**config.mk**
```make
export PLATFORM = sky130hd
export DESIGN_NAME = z80_bus_tracer_flat
export DESIGN_NICKNAME = d
export VERILOG_FILES = /design/src/rtl/z80_trace_pkg.sv /design/src/rtl/z80_bus_tracer_if.sv /design/src/rtl/trace_fifo.sv /design/src/rtl/z80_bus_tracer.sv /design/src/flat_wrapper.sv
export SDC_FILE = /design/constraint.sdc
export NUM_CORES = 2
export LEC_CHECK = 0
export CAP_MARGIN = 20
export CORE_MARGIN = 8
export CORE_UTILIZATION = 40
export CTS_BUF_LIST = sky130_fd_sc_hd__clkbuf_8 sky130_fd_sc_hd__clkbuf_16
export CTS_CLUSTER_SIZE = 10
export DETAILED_ROUTE_END_ITERATION = 10
export PLACE_DENSITY_LB_ADDON = 0.15
export SLEW_MARGIN = 20
export SYNTH_ARGS = -nofsm -noshare
export SYNTH_HDL_FRONTEND = slang
export SYNTH_SLANG_ARGS = --single-unit
```
**constraint.sdc**
```tcl
create_clock -name clk -period 14.1 [get_ports clk]
set_clock_uncertainty 0.05 [all_clocks]
set_input_delay 2.82 -clock clk [delete_from_list [all_inputs] [get_ports clk]]
set_output_delay 2.82 -clock clk [all_outputs]
set_load 0.02 [all_outputs]
```
**src/rtl/z80_trace_pkg.sv**
```systemverilog
// z80_trace_pkg: shared access kinds, tracer states and the trace record layout.
package z80_trace_pkg;
    typedef enum logic [2:0] {
        K_OPFETCH = 3'd0,
        K_MEMRD   = 3'd1,
        K_MEMWR   = 3'd2,
        K_IORD    = 3'd3,
        K_IOWR    = 3'd4,
        K_INTACK  = 3'd5
    } trace_kind_e;

    typedef enum logic [1:0] {
        IDLE    = 2'd0,
        ARMED   = 2'd1,
        CAPTURE = 2'd2,
        DONE    = 2'd3
    } trace_state_e;

    // Record body below the timestamp; the full entry is {ts, body}.
    typedef struct packed {
        trace_kind_e kind;
        logic [15:0] addr;
        logic [7:0]  data;
    } trace_body_t;

    localparam int BODY_W = $bits(trace_body_t);
endpackage

```
**src/rtl/z80_bus_tracer_if.sv**
```systemverilog
// z80_bus_tracer_if: snooped tv80 bus, capture controls and trace readout port.
interface z80_bus_tracer_if #(
    parameter int DEPTH  = 64,
    parameter int TS_W   = 16,
    parameter int POST_W = 12
);
    import z80_trace_pkg::*;
    localparam int REC_W = TS_W + BODY_W;
    localparam int CNT_W = $clog2(DEPTH) + 1;

    logic              cen, m1_n, mreq_n, iorq_n, rd_n, wr_n;
    logic [15:0]       A, trig_addr;
    logic [7:0]        dout, di;
    logic              arm, stop, wrap_mode, trig_en;
    logic [POST_W-1:0] post_count;
    logic [5:0]        kind_mask;
    logic              rec_valid, rec_ready, overflow, triggered;
    logic [REC_W-1:0]  rec_data;
    logic [CNT_W-1:0]  count;
    logic [1:0]        state;

    modport master (
        output cen, m1_n, mreq_n, iorq_n, rd_n, wr_n, A, dout, di,
        output arm, stop, wrap_mode, trig_en, trig_addr, post_count, kind_mask, rec_ready,
        input  rec_valid, rec_data, count, overflow, state, triggered
    );
    modport slave (
        input  cen, m1_n, mreq_n, iorq_n, rd_n, wr_n, A, dout, di,
        input  arm, stop, wrap_mode, trig_en, trig_addr, post_count, kind_mask, rec_ready,
        output rec_valid, rec_data, count, overflow, state, triggered
    );
endinterface

```
**src/rtl/trace_fifo.sv**
```systemverilog
// trace_fifo: circular trace buffer with optional overwrite-oldest on full.
module trace_fifo #(
    parameter int DEPTH = 64,
    parameter int REC_W = 43
) (
    input  logic                     clk,
    input  logic                     reset_n,
    input  logic                     i_clr,
    input  logic                     i_push,
    input  logic                     i_wrap,
    input  logic                     i_pop,
    input  logic [REC_W-1:0]         i_wdata,
    output logic [REC_W-1:0]         o_rdata,
    output logic                     o_valid,
    output logic [$clog2(DEPTH):0]   o_count,
    output logic                     o_full
);
    localparam int PTR_W = $clog2(DEPTH);
    localparam int CNT_W = PTR_W + 1;

    logic [REC_W-1:0] r_mem [DEPTH];
    logic [PTR_W-1:0] r_wptr, r_rptr;
    logic [CNT_W-1:0] r_count;
    logic             w_pop, w_wr, w_ovw;

    assign o_valid = r_count != '0;
    assign o_full  = r_count == CNT_W'(DEPTH);
    assign o_count = r_count;
    assign o_rdata = o_valid ? r_mem[r_rptr] : '0;
    assign w_pop   = i_pop & o_valid;
    assign w_wr    = i_push & (~o_full | w_pop | i_wrap);
    // Overwrite: write lands on the oldest slot, so the head moves with it.
    assign w_ovw   = w_wr & o_full & ~w_pop;

    always_ff @(posedge clk)
        if (w_wr & ~i_clr) r_mem[r_wptr] <= i_wdata;

    always_ff @(posedge clk or negedge reset_n) begin
        if (!reset_n) begin
            r_wptr  <= '0;
            r_rptr  <= '0;
            r_count <= '0;
        end else if (i_clr) begin
            r_wptr  <= '0;
            r_rptr  <= '0;
            r_count <= '0;
        end else begin
            if (w_wr) r_wptr <= r_wptr + 1'b1;
            if (w_pop | w_ovw) r_rptr <= r_rptr + 1'b1;
            r_count <= r_count + CNT_W'(w_wr & ~w_ovw) - CNT_W'(w_pop);
        end
    end
endmodule

```
**src/rtl/z80_bus_tracer.sv**
```systemverilog
// z80_bus_tracer: snoops the tv80 bus and records completed accesses into a trace FIFO.
module z80_bus_tracer
    import z80_trace_pkg::*;
#(
    parameter int DEPTH  = 64,
    parameter int TS_W   = 16,
    parameter int POST_W = 12
) (
    input logic              clk,
    input logic              reset_n,
    z80_bus_tracer_if.slave  bus
);
    localparam int REC_W = TS_W + BODY_W;

    logic [TS_W-1:0]   r_ts;
    logic              r_prev_act, r_ovf, r_trig;
    trace_body_t       r_shadow;
    trace_state_e      r_state, w_next;
    logic [POST_W-1:0] r_post, w_post_nxt;
    trace_kind_e       w_kind;
    logic [7:0]        w_data;
    logic              w_active, w_evt, w_hit, w_fire, w_push, w_pop, w_full;
    logic              w_drop, w_stored, w_post_done, w_clr;

    assign w_active = (~bus.rd_n | ~bus.wr_n) & (~bus.mreq_n | ~bus.iorq_n);

    always_comb begin
        w_kind = (~bus.m1_n & ~bus.iorq_n) ? K_INTACK :
                 ~bus.iorq_n ? (~bus.wr_n ? K_IOWR : K_IORD) :
                 ~bus.wr_n ? K_MEMWR : ~bus.m1_n ? K_OPFETCH : K_MEMRD;
        w_data = (~bus.wr_n & (w_kind != K_INTACK)) ? bus.dout : bus.di;
    end

    // An access completes on the first sampled cycle after its strobes drop.
    assign w_evt       = bus.cen & ~w_active & r_prev_act;
    assign w_hit       = (r_shadow.kind == K_OPFETCH) & (r_shadow.addr == bus.trig_addr);
    assign w_fire      = w_evt & ~bus.stop & (r_state == ARMED) & w_hit;
    assign w_push      = w_evt & ~bus.stop & bus.kind_mask[r_shadow.kind] &
                         ((r_state == CAPTURE) | ((r_state == ARMED) & w_hit));
    assign w_pop       = bus.rec_valid & bus.rec_ready;
    assign w_drop      = w_push & w_full & ~w_pop & ~bus.wrap_mode;
    assign w_stored    = w_push & ~w_drop;
    assign w_post_nxt  = r_post + 1'b1;
    assign w_post_done = w_stored & (bus.post_count != '0) & (w_post_nxt == bus.post_count);
    assign w_clr       = bus.arm & ~bus.stop & ((r_state == IDLE) | (r_state == DONE));

    always_comb begin
        w_next = bus.stop ? DONE :
                 w_clr ? (bus.trig_en ? ARMED : CAPTURE) :
                 (w_drop | w_post_done) ? DONE :
                 w_fire ? CAPTURE : r_state;
    end

    always_ff @(posedge clk or negedge reset_n) begin
        if (!reset_n) begin
            r_ts       <= '0;
            r_prev_act <= 1'b0;
            r_shadow   <= '0;
            r_state    <= IDLE;
            r_post     <= '0;
            r_ovf      <= 1'b0;
            r_trig     <= 1'b0;
        end else begin
            r_ts    <= r_ts + 1'b1;
            r_state <= w_next;
            if (bus.cen) begin
                r_prev_act <= w_active;
                if (w_active) r_shadow <= '{kind: w_kind, addr: bus.A, data: w_data};
            end
            if (w_clr) begin
                r_post <= '0;
                r_ovf  <= 1'b0;
                r_trig <= 1'b0;
            end else begin
                if (w_stored) r_post <= w_post_nxt;
                if (w_push & w_full & ~w_pop) r_ovf <= 1'b1;
                if (w_fire) r_trig <= 1'b1;
            end
        end
    end

    trace_fifo #(.DEPTH(DEPTH), .REC_W(REC_W)) u_fifo (
        .clk     (clk),
        .reset_n (reset_n),
        .i_clr   (w_clr),
        .i_push  (w_push),
        .i_wrap  (bus.wrap_mode),
        .i_pop   (bus.rec_ready),
        .i_wdata ({r_ts, r_shadow}),
        .o_rdata (bus.rec_data),
        .o_valid (bus.rec_valid),
        .o_count (bus.count),
        .o_full  (w_full)
    );

    assign bus.overflow  = r_ovf;
    assign bus.state     = r_state;
    assign bus.triggered = r_trig;
endmodule

```
**src/flat_wrapper.sv**
```systemverilog
// flat-port wrapper written by rule: the top's interface ports become plain ports
module z80_bus_tracer_flat import z80_trace_pkg::*;
#(
    parameter int DEPTH  = 64,
    parameter int TS_W   = 16,
    parameter int POST_W = 12
)
  (clk, reset_n, bus_cen, bus_m1_n, bus_mreq_n, bus_iorq_n, bus_rd_n, bus_wr_n, bus_A, bus_dout, bus_di, bus_arm, bus_stop, bus_wrap_mode, bus_trig_en, bus_trig_addr, bus_post_count, bus_kind_mask, bus_rec_ready, bus_rec_valid, bus_rec_data, bus_count, bus_overflow, bus_state, bus_triggered);
  z80_bus_tracer_if #(.DEPTH(DEPTH), .TS_W(TS_W), .POST_W(POST_W)) bus_i ();
  input logic clk;
  input logic reset_n;
  input wire logic [$bits(bus_i.cen)-1:0] bus_cen;
  input wire logic [$bits(bus_i.m1_n)-1:0] bus_m1_n;
  input wire logic [$bits(bus_i.mreq_n)-1:0] bus_mreq_n;
  input wire logic [$bits(bus_i.iorq_n)-1:0] bus_iorq_n;
  input wire logic [$bits(bus_i.rd_n)-1:0] bus_rd_n;
  input wire logic [$bits(bus_i.wr_n)-1:0] bus_wr_n;
  input wire logic [$bits(bus_i.A)-1:0] bus_A;
  input wire logic [$bits(bus_i.dout)-1:0] bus_dout;
  input wire logic [$bits(bus_i.di)-1:0] bus_di;
  input wire logic [$bits(bus_i.arm)-1:0] bus_arm;
  input wire logic [$bits(bus_i.stop)-1:0] bus_stop;
  input wire logic [$bits(bus_i.wrap_mode)-1:0] bus_wrap_mode;
  input wire logic [$bits(bus_i.trig_en)-1:0] bus_trig_en;
  input wire logic [$bits(bus_i.trig_addr)-1:0] bus_trig_addr;
  input wire logic [$bits(bus_i.post_count)-1:0] bus_post_count;
  input wire logic [$bits(bus_i.kind_mask)-1:0] bus_kind_mask;
  input wire logic [$bits(bus_i.rec_ready)-1:0] bus_rec_ready;
  output wire logic [$bits(bus_i.rec_valid)-1:0] bus_rec_valid;
  output wire logic [$bits(bus_i.rec_data)-1:0] bus_rec_data;
  output wire logic [$bits(bus_i.count)-1:0] bus_count;
  output wire logic [$bits(bus_i.overflow)-1:0] bus_overflow;
  output wire logic [$bits(bus_i.state)-1:0] bus_state;
  output wire logic [$bits(bus_i.triggered)-1:0] bus_triggered;
  assign bus_i.cen = bus_cen;
  assign bus_i.m1_n = bus_m1_n;
  assign bus_i.mreq_n = bus_mreq_n;
  assign bus_i.iorq_n = bus_iorq_n;
  assign bus_i.rd_n = bus_rd_n;
  assign bus_i.wr_n = bus_wr_n;
  assign bus_i.A = bus_A;
  assign bus_i.dout = bus_dout;
  assign bus_i.di = bus_di;
  assign bus_i.arm = bus_arm;
  assign bus_i.stop = bus_stop;
  assign bus_i.wrap_mode = bus_wrap_mode;
  assign bus_i.trig_en = bus_trig_en;
  assign bus_i.trig_addr = bus_trig_addr;
  assign bus_i.post_count = bus_post_count;
  assign bus_i.kind_mask = bus_kind_mask;
  assign bus_i.rec_ready = bus_rec_ready;
  assign bus_rec_valid = bus_i.rec_valid;
  assign bus_rec_data = bus_i.rec_data;
  assign bus_count = bus_i.count;
  assign bus_overflow = bus_i.overflow;
  assign bus_state = bus_i.state;
  assign bus_triggered = bus_i.triggered;
  z80_bus_tracer #(.DEPTH(DEPTH), .TS_W(TS_W), .POST_W(POST_W)) u_core (.clk(clk), .reset_n(reset_n), .bus(bus_i));
endmodule
```
==> impl_metrics.py <==
metrics = {
    "outcome": {
        "status": "completed",
    },
    "global_routing": {
        "gr-max-usage-layer": "met2",
        "grt_pass1_vias": 54100,
        "grt_use_total": 0.202,
        "grt_pass1_wl_mm": 420,
        "gr-usage-met3": 0.0371,
        "use_met2": 0.333,
        "antenna_found_initial": 4,
        "grt-ovfl-total": 0,
        "grt_util_met1": 0.274,
        "grt_max_degree": 155,
    },
    "clock_network": {
        "cts.sinks": 2831,
        "clk_pin_slew_ps": 60,
        "cts_root_buffer": "clkbuf_16",
        "cts_tree": "built",
        "htreeDepth": 5,
        "clk_latency_ps": 860,
        "ctsResizeCount": 0,
        "postCtsSetupRepairBufs": 0,
        "clock_path_buffers": 4,
        "cts_buffers": 329,
        "ctsHoldBuffers": 0,
    },
    "route": {
        "antenna_left": 0,
        "vias": 51500,
        "wl_per_cell_um": 33.7,
        "viasPerCell": 5.79,
        "totalWireLength_mm": 299,
        "drtIter0Drc": 5397,
        "drc_errors": 0,
        "dr.pass1.iters": 5,
    },
    "timing": {
        "timing.fmax_mhz": 113,
        "setup_violations": 0,
        "timing.slew.headroom": 0.230,
        "slew_violations": 0,
        "finalCritPeriodShare": 0.630,
        "worst_pin_slew_ps": 1120,
        "final-hold-violation-count": 0,
        "layout_min_cycle_time_ps": 8880,
        "rsz0062_at_grt": "no",
        "worst_slack_ps": 5220,
        "setup-tns-final_ps": 0,
    },
    "synthesis": {
        "syn_nets": 4948,
        "ys_async_sr_fraction": 0.0279,
        "post_synth_num_cell_types": 64,
        "synth_edf_count": 2752,
        "synth_ff_type": "edfxtp_1",
        "synth_cells": 4852,
        "syn_area_per_cell_um2": 22.6,
        "syn_area_um2": 109000,
        "ys_warn_count": 0,
        "ys_seq_area_frac": 0.773,
        "yosys_register_bits": 2831,
    },
    "finish": {
        "multi_input_area_um2": 23900,
        "final_nets": 5291,
        "fill_cells": 22700,
        "seqCellArea_um2": 84700,
        "final_util": 0.458,
        "synthToLayoutAreaGrowth_pct": 14.2,
        "fin_area_um2": 125000,
        "mostFrequentLayoutCell": "edfxtp_1",
        "drive_gt1_frac": 0.270,
        "mostFrequentLayoutCells": "2752 x edfxtp_1, 776 x mux4_2, 339 x clkbuf_16",
    },
    "power_and_ir_drop": {
        "pwr-share-seq": 0.436,
        "ir_worst_vdd_mv": 0.173,
        "intPower_mw": 15.7,
        "switching_share": 0.279,
        "power.share.clock": 0.338,
        "power_density_nw_per_um2": 175,
        "net-switching-power_mw": 6.09,
        "leakagePower_nw": 40.4,
        "p_comb_frac": 0.226,
    },
    "die": {
        "coreArea_um2": 273000,
        "die_area_um2": 291000,
        "io-pin-count": 134,
        "num_rows": 192,
        "initial_core_util": 0.401,
        "fp.dieW_um": 539,
        "die_h_um": 539,
    },
    "critical_path": {
        "critPathLaunchType": "flop",
        "path_cells": "buf_4 -> buf_4 -> buf_4 -> mux4_2 -> mux4_2 -> inv_1 -> o221ai_1 -> clkdlybuf4s50_1",
        "crit_fanout": 43,
        "path_common_cell": "buf_4",
        "cp-end-kind": "output pin",
        "cp_data_required_time_ps": 11230,
        "cpPeakStageDelay_ps": 830,
        "arrival_ps": 6010,
        "crit_family": "buffers and inverters",
        "critPathBufInv": 5,
        "crit_slowest_cell": "buf_4",
        "path_class": "flop to output pin",
    },
    "placed_design": {
        "postPlaceCellArea_um2": 116000,
        "gp_congestion": 0.772,
        "portBuffers": 133,
        "dp_hpwl_mm": 154,
        "pre_cts_ws_ps": 5920,
    },
    "worst_hold_path": {
        "hp-class": "flop to flop",
    },
    "run": {
        "drv_cap": 0,
    },
}
-- flip-flops by register name, indices dropped and copies added, names as in the netlist --
signal and flops:
u_core.u_fifo.r_mem 2752, u_core.r_shadow 27, u_core.r_ts 16, u_core.r_post 12, u_core.u_fifo.o_count 7, u_core.u_fifo.r_rptr 6, u_core.u_fifo.r_wptr 6, u_core.bus.state 2
u_core.bus.overflow 1, u_core.bus.triggered 1, u_core.r_prev_act 1
-- per-layer routing --
| metal | vias to the layer above | routed length [µm] |
|---|---|---|
| met5 | - | 0 |
| met4 | 0 | 9730 |
| met3 | 368 | 18400 |
| met2 | 1668 | 146000 |
| met1 | 28400 | 125000 |
| li1 | 21100 | - |
-- logic make-up (layout without fill, tap and decap cells) --
kind of cell / after synthesis / in the layout / share of synthesized area
compound gates: 297 / 297 / 0.0182
xor+xnor: 50 / 50 / 0.00414
fa+ha+maj: 17 / 17 / 0.00201
buf+inv: 378 / 819 / 0.0135
flops: 2831 / 2831 / 0.773
mux: 893 / 893 / 0.171
other cells: 0 / 4 / 0
simple gates: 386 / 386 / 0.0187
-- power groups by stage --
stage                     Clock [mW]  Combinational (mW)  Sequential (mW)
final                           7.38                4.93             9.52
after detailed placement           0                5.08             9.69
after floorplan                    0                3.13             9.74
after global routing            7.86                5.26             9.52
after global placement             0                5.07             9.69
after CTS                       7.56                5.09             9.52
-- layout make-up --
cell class,instances,area share
Antenna cell,4,0.0000801
Multi-Input combinational cell,1643,0.191
Sequential cell,2831,0.677
Clock inverter,90,0.00371
Inverter,106,0.00318
Tap cell,3589,0.0359
Timing Repair Buffer,284,0.0208
Clock buffer,339,0.0678
-- path summary, 6_finish.rpt --
path / slack, ps / to / cells after the start / startpoint
worst max-delay path: 5220 / bus_rec_data[18] / 8 / u_core.u_fifo.r_rptr[0]$_DFFE_PN0P_
worst max register to register: 8320 / u_core.u_fifo.r_mem[52][0]$_DFFE_PP_ / 8 / u_core.r_shadow[26]$_DFFE_PN0P_
worst min-delay path: 440 / u_core.r_shadow[2]$_DFFE_PN0P_ / 2 / u_core.r_shadow[2]$_DFFE_PN0P_
min in group asynchronous: 1880 / u_core.u_fifo.o_count[4]$_DFF_PN0_ / 1 / reset_n
worst min register to register: 440 / u_core.r_shadow[2]$_DFFE_PN0P_ / 2 / u_core.r_shadow[2]$_DFFE_PN0P_
max in group asynchronous: 10810 / u_core.r_ts[8]$_DFF_PN0_ / 2 / reset_n
-- metrics by stage --
step,power (mW),hold WS (ps),instances
6_report,21.8,440,8886
3_5_place_dp,14.8,429,8453
5_1_grt,22.6,448,8883
3_3_place_gp,14.8,419,8449
2_1_floorplan,12.9,447,4852
4_1_cts,22.2,442,8882
-- synth_stat cells, types with 3 or more instances --
| master | instances | area, µm² |
|---|---|---|
| edfxtp_1 | 2752 | 82600 |
| mux4_2 | 776 | 17500 |
| clkbuf_1 | 166 | 623 |
| inv_1 | 106 | 398 |
| a21oi_1 | 104 | 521 |
| mux2i_1 | 100 | 1000 |
| nor2_1 | 94 | 353 |
| nor2b_1 | 88 | 551 |
| a211oi_1 | 85 | 638 |
| dfrtp_1 | 79 | 1980 |
| buf_1 | 72 | 270 |
| nand3_1 | 65 | 325 |
| nand2_1 | 47 | 176 |
| o221ai_1 | 42 | 368 |
| xnor2_1 | 39 | 342 |
| buf_2 | 32 | 160 |
| o21ai_0 | 19 | 95.1 |
| mux2_2 | 17 | 191 |
| ha_1 | 16 | 200 |
| or4_1 | 13 | 97.6 |
| nand4_1 | 11 | 68.8 |
| or3_1 | 10 | 62.6 |
| xor2_1 | 10 | 87.6 |
| and3_1 | 9 | 56.3 |
| and2_1 | 8 | 50.1 |
| o31ai_1 | 8 | 60.1 |
| nor3_1 | 7 | 35.0 |
| nor4_1 | 7 | 43.8 |
| o211ai_1 | 7 | 52.6 |
| o21ai_1 | 5 | 25.0 |
| nand3b_1 | 4 | 30.0 |
| or2_2 | 4 | 25.0 |
| a31oi_1 | 3 | 18.8 |
| nand2b_1 | 3 | 18.8 |
| or3b_2 | 3 | 26.3 |
| or4b_1 | 3 | 30.0 |
-- worst register-to-register path: stages, from the launching register on --
cell and delay, ps:
dfrtp_2 650, buf_4 390, or4b_1 540, or4_4 520, o21ai_4 210, nand3_4 360
or4_1 1020, nor2_4 910, buf_4 710
Power figures use the tool's default switching activity.
